<file path="config.mk">
export PLATFORM = sky130hd
export DESIGN_NAME = fetch_queue_unit_flat
export DESIGN_NICKNAME = d
export VERILOG_FILES = /design/src/rtl/fetch_queue_if.sv /design/src/rtl/fetch_queue_unit.sv /design/src/flat_wrapper.sv
export SDC_FILE = /design/constraint.sdc
export NUM_CORES = 2
export LEC_CHECK = 0
export BUFFER_PORTS_ARGS = -buffer_cell sky130_fd_sc_hd__buf_2
export CORE_MARGIN = 10
export CORE_UTILIZATION = 48
export DETAILED_ROUTE_END_ITERATION = 10
export PLACE_DENSITY_LB_ADDON = 0.08
export SLEW_MARGIN = 25
export SYNTH_ARGS = -nofsm -noshare
export SYNTH_HDL_FRONTEND = slang
export SYNTH_SLANG_ARGS = --single-unit
</file>
<file path="constraint.sdc">
create_clock -name clk -period 5.75 [get_ports clk]
set_input_delay 0.575 -clock clk [delete_from_list [all_inputs] [get_ports clk]]
set_output_delay 0.575 -clock clk [all_outputs]
set_load 0.02 [all_outputs]
</file>
<file path="src/rtl/fetch_queue_if.sv">
// fetch_queue_if: redirect, decode handshake and imem write port of the fetch queue
interface fetch_queue_if #(
    parameter int XLEN       = 32,
    parameter int IMEM_BYTES = 256,
    parameter int FIFO_DEPTH = 4
);
    logic                          redirect;
    logic [XLEN-1:0]               redirect_pc;
    logic                          out_valid;
    logic                          out_ready;
    logic [31:0]                   out_instr;
    logic [XLEN-1:0]               out_pc;
    logic [XLEN-1:0]               out_pc_plus4;
    logic                          out_fault;
    logic [$clog2(FIFO_DEPTH):0]   fifo_count;
    logic                          imem_we;
    logic [$clog2(IMEM_BYTES)-1:0] imem_waddr;
    logic [31:0]                   imem_wdata;
    modport master (
        output redirect, redirect_pc, out_ready, imem_we, imem_waddr, imem_wdata,
        input  out_valid, out_instr, out_pc, out_pc_plus4, out_fault, fifo_count
    );
    modport slave (
        input  redirect, redirect_pc, out_ready, imem_we, imem_waddr, imem_wdata,
        output out_valid, out_instr, out_pc, out_pc_plus4, out_fault, fifo_count
    );
endinterface

</file>
<file path="src/rtl/fetch_queue_unit.sv">
// fetch_queue_unit: instruction fetch from internal imem into a prefetch FIFO feeding decode
module fetch_queue_unit #(
    parameter int              XLEN       = 32,
    parameter int              IMEM_BYTES = 256,
    parameter int              FIFO_DEPTH = 4,
    parameter logic [XLEN-1:0] RESET_PC   = '0
) (
    input logic clk,
    input logic rst_n,
    fetch_queue_if.slave bus
);
    localparam int AW = $clog2(IMEM_BYTES);
    localparam int PW = $clog2(FIFO_DEPTH);

    logic [31:0]     mem     [IMEM_BYTES/4];
    logic [XLEN-1:0] q_pc    [FIFO_DEPTH];
    logic [31:0]     q_instr [FIFO_DEPTH];
    logic            q_fault [FIFO_DEPTH];
    logic [XLEN-1:0] fetch_pc;
    logic            halted;
    logic [PW-1:0]   head, tail;
    logic [PW:0]     count;
    logic            fault, push, pop, unused_waddr_lo;
    logic [31:0]     word;

    assign unused_waddr_lo = ^bus.imem_waddr[1:0];
    assign fault = (fetch_pc[1:0] != 2'b00) || (fetch_pc > XLEN'(IMEM_BYTES - 4));
    assign word  = fault ? 32'h0 : mem[fetch_pc[AW-1:2]];
    assign pop   = bus.out_valid && bus.out_ready;
    assign push  = !halted && !bus.redirect && (count < (PW+1)'(FIFO_DEPTH) || pop);

    // reads see the pre-write word when the same word is written this cycle
    always_ff @(posedge clk) begin
        if (bus.imem_we)
            mem[bus.imem_waddr[AW-1:2]] <= bus.imem_wdata;
    end

    always_ff @(posedge clk) begin
        if (push) begin
            q_pc[tail]    <= fetch_pc;
            q_instr[tail] <= word;
            q_fault[tail] <= fault;
        end
    end

    always_ff @(posedge clk) begin
        if (!rst_n) begin
            fetch_pc <= RESET_PC;
            halted   <= 1'b0;
            head     <= '0;
            tail     <= '0;
            count    <= '0;
        end else if (bus.redirect) begin
            fetch_pc <= bus.redirect_pc;
            halted   <= 1'b0;
            head     <= '0;
            tail     <= '0;
            count    <= '0;
        end else begin
            if (push) begin
                tail <= tail + PW'(1);
                if (fault)
                    halted <= 1'b1;
                else
                    fetch_pc <= fetch_pc + XLEN'(4);
            end
            if (pop)
                head <= head + PW'(1);
            count <= count + (PW+1)'(push) - (PW+1)'(pop);
        end
    end

    always_comb begin
        bus.out_valid    = count != '0;
        bus.out_pc       = bus.out_valid ? q_pc[head] : '0;
        bus.out_instr    = bus.out_valid ? q_instr[head] : 32'h0;
        bus.out_fault    = bus.out_valid ? q_fault[head] : 1'b0;
        bus.out_pc_plus4 = bus.out_pc + XLEN'(4);
        bus.fifo_count   = count;
    end
endmodule

</file>
<file path="src/flat_wrapper.sv">
// flat-port wrapper written by rule: the top's interface ports become plain ports
module fetch_queue_unit_flat 
#(
    parameter int              XLEN       = 32,
    parameter int              IMEM_BYTES = 256,
    parameter int              FIFO_DEPTH = 4,
    parameter logic [XLEN-1:0] RESET_PC   = '0
)
  (clk, rst_n, bus_redirect, bus_redirect_pc, bus_out_ready, bus_imem_we, bus_imem_waddr, bus_imem_wdata, bus_out_valid, bus_out_instr, bus_out_pc, bus_out_pc_plus4, bus_out_fault, bus_fifo_count);
  fetch_queue_if #(.XLEN(XLEN), .IMEM_BYTES(IMEM_BYTES), .FIFO_DEPTH(FIFO_DEPTH)) bus_i ();
  input logic clk;
  input logic rst_n;
  input wire logic [$bits(bus_i.redirect)-1:0] bus_redirect;
  input wire logic [$bits(bus_i.redirect_pc)-1:0] bus_redirect_pc;
  input wire logic [$bits(bus_i.out_ready)-1:0] bus_out_ready;
  input wire logic [$bits(bus_i.imem_we)-1:0] bus_imem_we;
  input wire logic [$bits(bus_i.imem_waddr)-1:0] bus_imem_waddr;
  input wire logic [$bits(bus_i.imem_wdata)-1:0] bus_imem_wdata;
  output wire logic [$bits(bus_i.out_valid)-1:0] bus_out_valid;
  output wire logic [$bits(bus_i.out_instr)-1:0] bus_out_instr;
  output wire logic [$bits(bus_i.out_pc)-1:0] bus_out_pc;
  output wire logic [$bits(bus_i.out_pc_plus4)-1:0] bus_out_pc_plus4;
  output wire logic [$bits(bus_i.out_fault)-1:0] bus_out_fault;
  output wire logic [$bits(bus_i.fifo_count)-1:0] bus_fifo_count;
  assign bus_i.redirect = bus_redirect;
  assign bus_i.redirect_pc = bus_redirect_pc;
  assign bus_i.out_ready = bus_out_ready;
  assign bus_i.imem_we = bus_imem_we;
  assign bus_i.imem_waddr = bus_imem_waddr;
  assign bus_i.imem_wdata = bus_imem_wdata;
  assign bus_out_valid = bus_i.out_valid;
  assign bus_out_instr = bus_i.out_instr;
  assign bus_out_pc = bus_i.out_pc;
  assign bus_out_pc_plus4 = bus_i.out_pc_plus4;
  assign bus_out_fault = bus_i.out_fault;
  assign bus_fifo_count = bus_i.fifo_count;
  fetch_queue_unit #(.XLEN(XLEN), .IMEM_BYTES(IMEM_BYTES), .FIFO_DEPTH(FIFO_DEPTH), .RESET_PC(RESET_PC)) u_core (.clk(clk), .rst_n(rst_n), .bus(bus_i));
endmodule
</file>
# After elaboration in Yosys (flattened, before gate mapping)
# Memory sizes are Yosys's and may differ from the RTL's. A register that Yosys moved wholly into a read port is not among the register bits.
# Cells that the tools add are included.
[totals]
register_bits = 40
mem_bits_rw = 2308
mem_count = 4
output_inout_bits = 101
[memory_table]
columns = ["memory", "words", "word_bits", "read_ports", "rd_clocked_by_memory_dff", "write_ports", "line", "text"]
rows = [
  ["u_core.mem", 64, 32, 1, 1, 1, "fetch_queue_unit.sv:15", "logic [31:0] mem [IMEM_BYTES/4];"],
  ["u_core.q_instr", 4, 32, 1, 1, 1, "fetch_queue_unit.sv:17", "logic [31:0] q_instr [FIFO_DEPTH];"],
  ["u_core.q_pc", 4, 32, 1, 1, 1, "fetch_queue_unit.sv:16", "logic [XLEN-1:0] q_pc [FIFO_DEPTH];"],
  ["u_core.q_fault", 4, 1, 1, 1, 1, "fetch_queue_unit.sv:18", "logic q_fault [FIFO_DEPTH];"],
]
[classes]
bitwise = 1
n_eq_ne = 1
n_reduce_logical = 13
add_sub_neg = 6
mux = 19
magnitude_cmp = 2
[ops]
columns = ["cell", "count"]
rows = [
  ["$mux W32", 6],
  ["$add A32 B3 Y32 const B", 2],
  ["$gt A32 B8 Y1 const B", 1],
  ["$mux W2", 6],
  ["$mux W6", 2],
  ["$mux W1", 5],
  ["$add A2 B1 Y2 const B", 2],
  ["$reduce_and A2 Y1", 2],
  ["$reduce_bool A2 Y1", 2],
  ["$add A3 B1 Y3", 1],
  ["$logic_and A1 B1 Y1", 3],
  ["$lt A3 B3 Y1 const B", 1],
  ["$reduce_bool A3 Y1", 1],
  ["$sub A3 B1 Y3", 1],
  ["$logic_not A1 Y1", 2],
  ["$logic_or A1 B1 Y1", 2],
  ["$ne A2 B2 Y1 const B", 1],
  ["$reduce_or A2 Y1", 1],
  ["$not A1 Y1", 1],
]

# Longest topological paths before layout
[logic_depth]
depth_word = 8
depth_mapped = 13
depth_no_buf = 10

# Worst setup path after synthesis
# OpenSTA, ideal clock, no wires.
[synth_path]
path_type = "flip-flop to output port"
startpoint = "register u_core.count[2], in the netlist u_core.bus.fifo_count[2]"
endpoint = "output bus_out_pc_plus4[18]"
required_ps = 5175
t_arrival_ps = 3791
stages_incl_launch_ff = 14
path_slack_ps = 1384
cell_sequence = "dfxtp_1 nor3_2 inv_1 clkbuf_1 clkbuf_1 clkbuf_1 nand2_1 inv_1 ha_1 nand2_1 or4b_4 nor4b_4 and3_1 xor2_1"
[synth_between]
elab_chain_cells = 3
[synth_lines]
columns = ["element", "line", "text"]
rows = [
  ["from (decl)", "fetch_queue_unit.sv:22", "logic [PW:0] count;"],
  ["from (signal assigned)", "fetch_queue_unit.sv:69", "count <= count + (PW+1)'(push) - (PW+1)'(pop);"],
  ["$reduce_bool A3 Y1", "fetch_queue_unit.sv:74", "bus.out_valid = count != '0;"],
  ["via bus_out_valid", "flat_wrapper.sv:19", "output wire logic [$bits(bus_i.out_valid)-1:0] bus_out_valid;"],
  ["$mux W32", "fetch_queue_unit.sv:75", "bus.out_pc = bus.out_valid ? q_pc[head] : '0;"],
  ["via bus_out_pc[2]", "flat_wrapper.sv:21", "output wire logic [$bits(bus_i.out_pc)-1:0] bus_out_pc;"],
  ["$add A32 B3 Y32", "fetch_queue_unit.sv:78", "bus.out_pc_plus4 = bus.out_pc + XLEN'(4);"],
  ["to (decl)", "flat_wrapper.sv:22", "output wire logic [$bits(bus_i.out_pc_plus4)-1:0] bus_out_pc_plus4;"],
]
# The timed path passes the listed nets, and every way through them passes these cells.

==> results.toml <==
[yosys]
netlist_area_sq_um = 90860
ys_ff_latch = 2356
ys_async_sr_fraction_pct = 0
seq_area_frac_synth_pct = 77.34
synth_edf_count = 2308
ys.flop_type = "edfxtp_1"
synth_nets = 4150
postSynthCellCount = 4064
avgSynthCellArea_sq_um = 22.36
ys_types = 57
yosys_warnings = 0

[power]
switching_power_mw = 7.949
p_leak_nw = 32.13
power_mw = 36.34
pwr-share-clk_pct = 40.8
vdd_drop_max_mv = 0.2795
pwr-share-seq_pct = 52.7
internal_power_mw = 28.39
p_comb_share_pct = 6.5
powerDensity_nw_per_um2 = 349.7
swShare_pct = 21.87

[drt]
vias_per_cell = 5.986
wl_per_cell_um = 31.94
drt_iter0_drc = 4624
wl_um = 229100
drc = 0
vias = 42930
antenna_left = 0
drt_first_pass_iters = 5

[setup_path]
critPathRequiredTime_ns = 5.18
critPathArrivalTime_ns = 4.10
endpoint_kind = "output pin"
critPathKind = "flip-flop to output pin"
worstRegToRegCells = 6
crit_end = "bus_out_pc_plus4[20]"
reg2reg_to = "u_core.q_instr[1][5]"
cp-start-kind = "flip-flop"
crit_path_max_fanout = 47
r2r_slack_ns = 1.89

[placement]
gp_congestion = 0.7508
dpl.hpwl_um = 131000
place_ws_ns = 1.849
io_buffers = 175

[timing]
setup-tns-final_ns = 0
report.final.slew_viol_count = 0
skew_ns = 0.02647
fin_ws_ns = 1.078
finalCriticalPeriod_ns = 4.672
slew_headroom_pct = 25.35
fmax_ghz = 0.2141
setup_violations = 0
tightestPinTransition_ns = 1.120
fin_crit_sh_pct = 81.25
hold_viol = 0
rsz0062_at_grt = "false"

[floorplanning]
dieArea_sq_um = 207100
die_h_um = 455.1
rows = 159
initial_utilization_pct = 48.33
core_area_sq_um = 188000
fp.dieW_um = 455.1
num_io_pins = 178

[finish]
synthToLayoutAreaGrowth_pct = 14.37
final_core_utilization_pct = 55.27
layout.nets = 4560
drive_gt1_share_pct = 28.91

[cts]
cts_root_buffer = "clkbuf_16"
cts_setup_buffers = 0
clk_latency_ns = 0.88
cts_buffer_depth = 3
cts.sinks = 2356
clk_pin_slew_ns = 0.06
htree_levels = 4
tritoncts = "yes"
cts-buffers-inserted = 237

[global_routing]
top_usage_layer = "met2"
antenna_found_initial = 21
grt_max_degree = 104
grt_use_met2_pct = 35.01
use_met1_pct = 31.31
grt_pass1_wl_um = 324900
grt_use_total_pct = 22.05
grt_overflow_total = 0
grt_pass1_vias = 43760
met3_usage_pct = 4.292

[worst_hold_path]
hp-class = "primary input to flip-flop"

[run]
drv_cap = 0

[status]
status = "finished, final reports clean"
layout by cell type, fill, tap and decap left out, types with 21 or more instances in the layout:
master         Yosys  final
nor2_1            91     27
a32o_1            32     32
clkbuf_1         128     70
xnor2_1           24     24
a21oi_1           32     32
dfxtp_1           48     43
nor2b_1           92     90
mux2i_1          210    210
nand2_1           79     78
buf_2             72    182
buf_4              5    161
clkinv_2           0     33
edfxtp_1        2308   2308
mux4_2           582    582
dlygate4sd3_1      0     28
a211oi_1          61     61
a221oi_1          60     58
and2_1            63     63
nor2_4             0     64
clkbuf_16          0    241
clkinv_1           0     57
nand3_1           21     21
power by group through the flow:
stage                     sequential (mW)  clock (mW)  combinational, mW
after CTS                            19.1        15.1               2.40
after global routing                 19.2        15.8               2.52
after detailed placement             19.5           0               2.38
final                                19.1        14.8               2.35
after floorplan                      19.5           0               1.39
after global placement               19.5           0               2.35
how the worst min path moves through the flow:
| stage | slack, ns | endpoint | cells after the start | startpoint |
|---|---|---|---|---|
| after global placement | 0.48 | u_core.halted | 2 | u_core.halted |
| final | 0.07 | u_core.fetch_pc[6] | 3 | bus_redirect_pc[6] |
| after floorplan | 0.46 | u_core.halted | 2 | u_core.halted |
| after CTS | 0.006 | u_core.fetch_pc[6] | 3 | bus_redirect_pc[6] |
| after detailed placement | 0.49 | u_core.halted | 2 | u_core.halted |
| after global routing | 0.04 | u_core.fetch_pc[6] | 3 | bus_redirect_pc[6] |
synthesized netlist by cell type, drive strengths merged, types with 3 or more instances:
library cell / instances / share of area (%)
nor4b: 3 / 0.045
clkbuf: 128 / 0.53
dfxtp: 48 / 1.1
nor2: 91 / 0.38
and3: 13 / 0.090
and2: 65 / 0.45
a32o: 32 / 0.35
nand3b: 4 / 0.033
or3: 3 / 0.021
a221oi: 60 / 0.58
mux2i: 210 / 2.3
nor2b: 92 / 0.63
o21ai: 7 / 0.039
edfxtp: 2308 / 76
buf: 99 / 0.58
mux4: 582 / 14
a211oi: 61 / 0.50
nor3: 6 / 0.039
nand3: 21 / 0.12
a21oi: 32 / 0.18
a31oi: 6 / 0.041
xnor2: 24 / 0.23
nor4: 7 / 0.048
nand4b: 3 / 0.029
ha: 8 / 0.11
nand4: 14 / 0.096
inv: 18 / 0.074
a21boi: 4 / 0.033
xor2: 9 / 0.087
nand2: 79 / 0.33
timing repair:
item                                   4_1_cts  5_1_grt
endpoints found under the hold margin       28        0
hold buffers                                28        0
gates resized for setup                      0        0
kinds of logic (layout without fill, tap and decap cells):
kind of cell    count (synthesis)  in the layout  share of synthesized area [%]
xor+xnor                       33             33                         0.3181
fa+ha+maj                       9              9                         0.1322
mux                           794            794                          16.77
flops                        2356           2356                          77.34
simple gates                  412            412                          2.421
compound gates                215            215                          1.843
other cells                     0              4                              0
buf+inv                       245            854                          1.182
flip-flops by register name, indices dropped and copies added, names as in the netlist, named ones only:
register               flops
u_core.fetch_pc           32
u_core.q_fault             4
u_core.mem              2048
u_core.q_instr           128
u_core.head                2
u_core.q_pc              128
u_core.bus.fifo_count      3
u_core.halted              1
u_core.tail                2
stage by stage:
stage	cells	cell area, sq um	hold slack (ns)
after floorplan	4064	90860	0.4610
after global placement	6681	95930	0.4795
after detailed placement	6698	96150	0.4866
after CTS	7164	103900	0.005850
after global routing	7169	103900	0.03825
final	7172	103900	0.06904
metal layers:
| layer | up-vias | wire length [um] | share of wire, % |
|---|---|---|---|
| li1 | 18020 | - | - |
| met1 | 23120 | 97100 | 42 |
| met2 | 1450 | 109600 | 48 |
| met3 | 335 | 15770 | 6.9 |
| met4 | 8 | 6525 | 2.8 |
| met5 | - | 53 | 0.023 |
worst max-delay path, cell delays in order, from the launching register on:
cell and delay, ns:
dfxtp_4 0.67, buf_4 0.61, mux4_2 0.35, or4b_4 0.50
nor4b_4 0.49, and3_1 0.25, xor2_1 0.16, buf_2 0.19
layout make-up:
class / count / area (sq um)
Timing Repair Buffer: 398 / 2933
Clock inverter: 122 / 1067
Sequential cell: 2356 / 70290
Tap cell: 2495 / 3122
Inverter: 18 / 67.56
Fill cell: 14190 / 84090
Clock buffer: 316 / 6362
Antenna cell: 4 / 10.01
Multi-Input combinational cell: 1463 / 20060
Note: power is estimated with default switching activity, not from simulation.
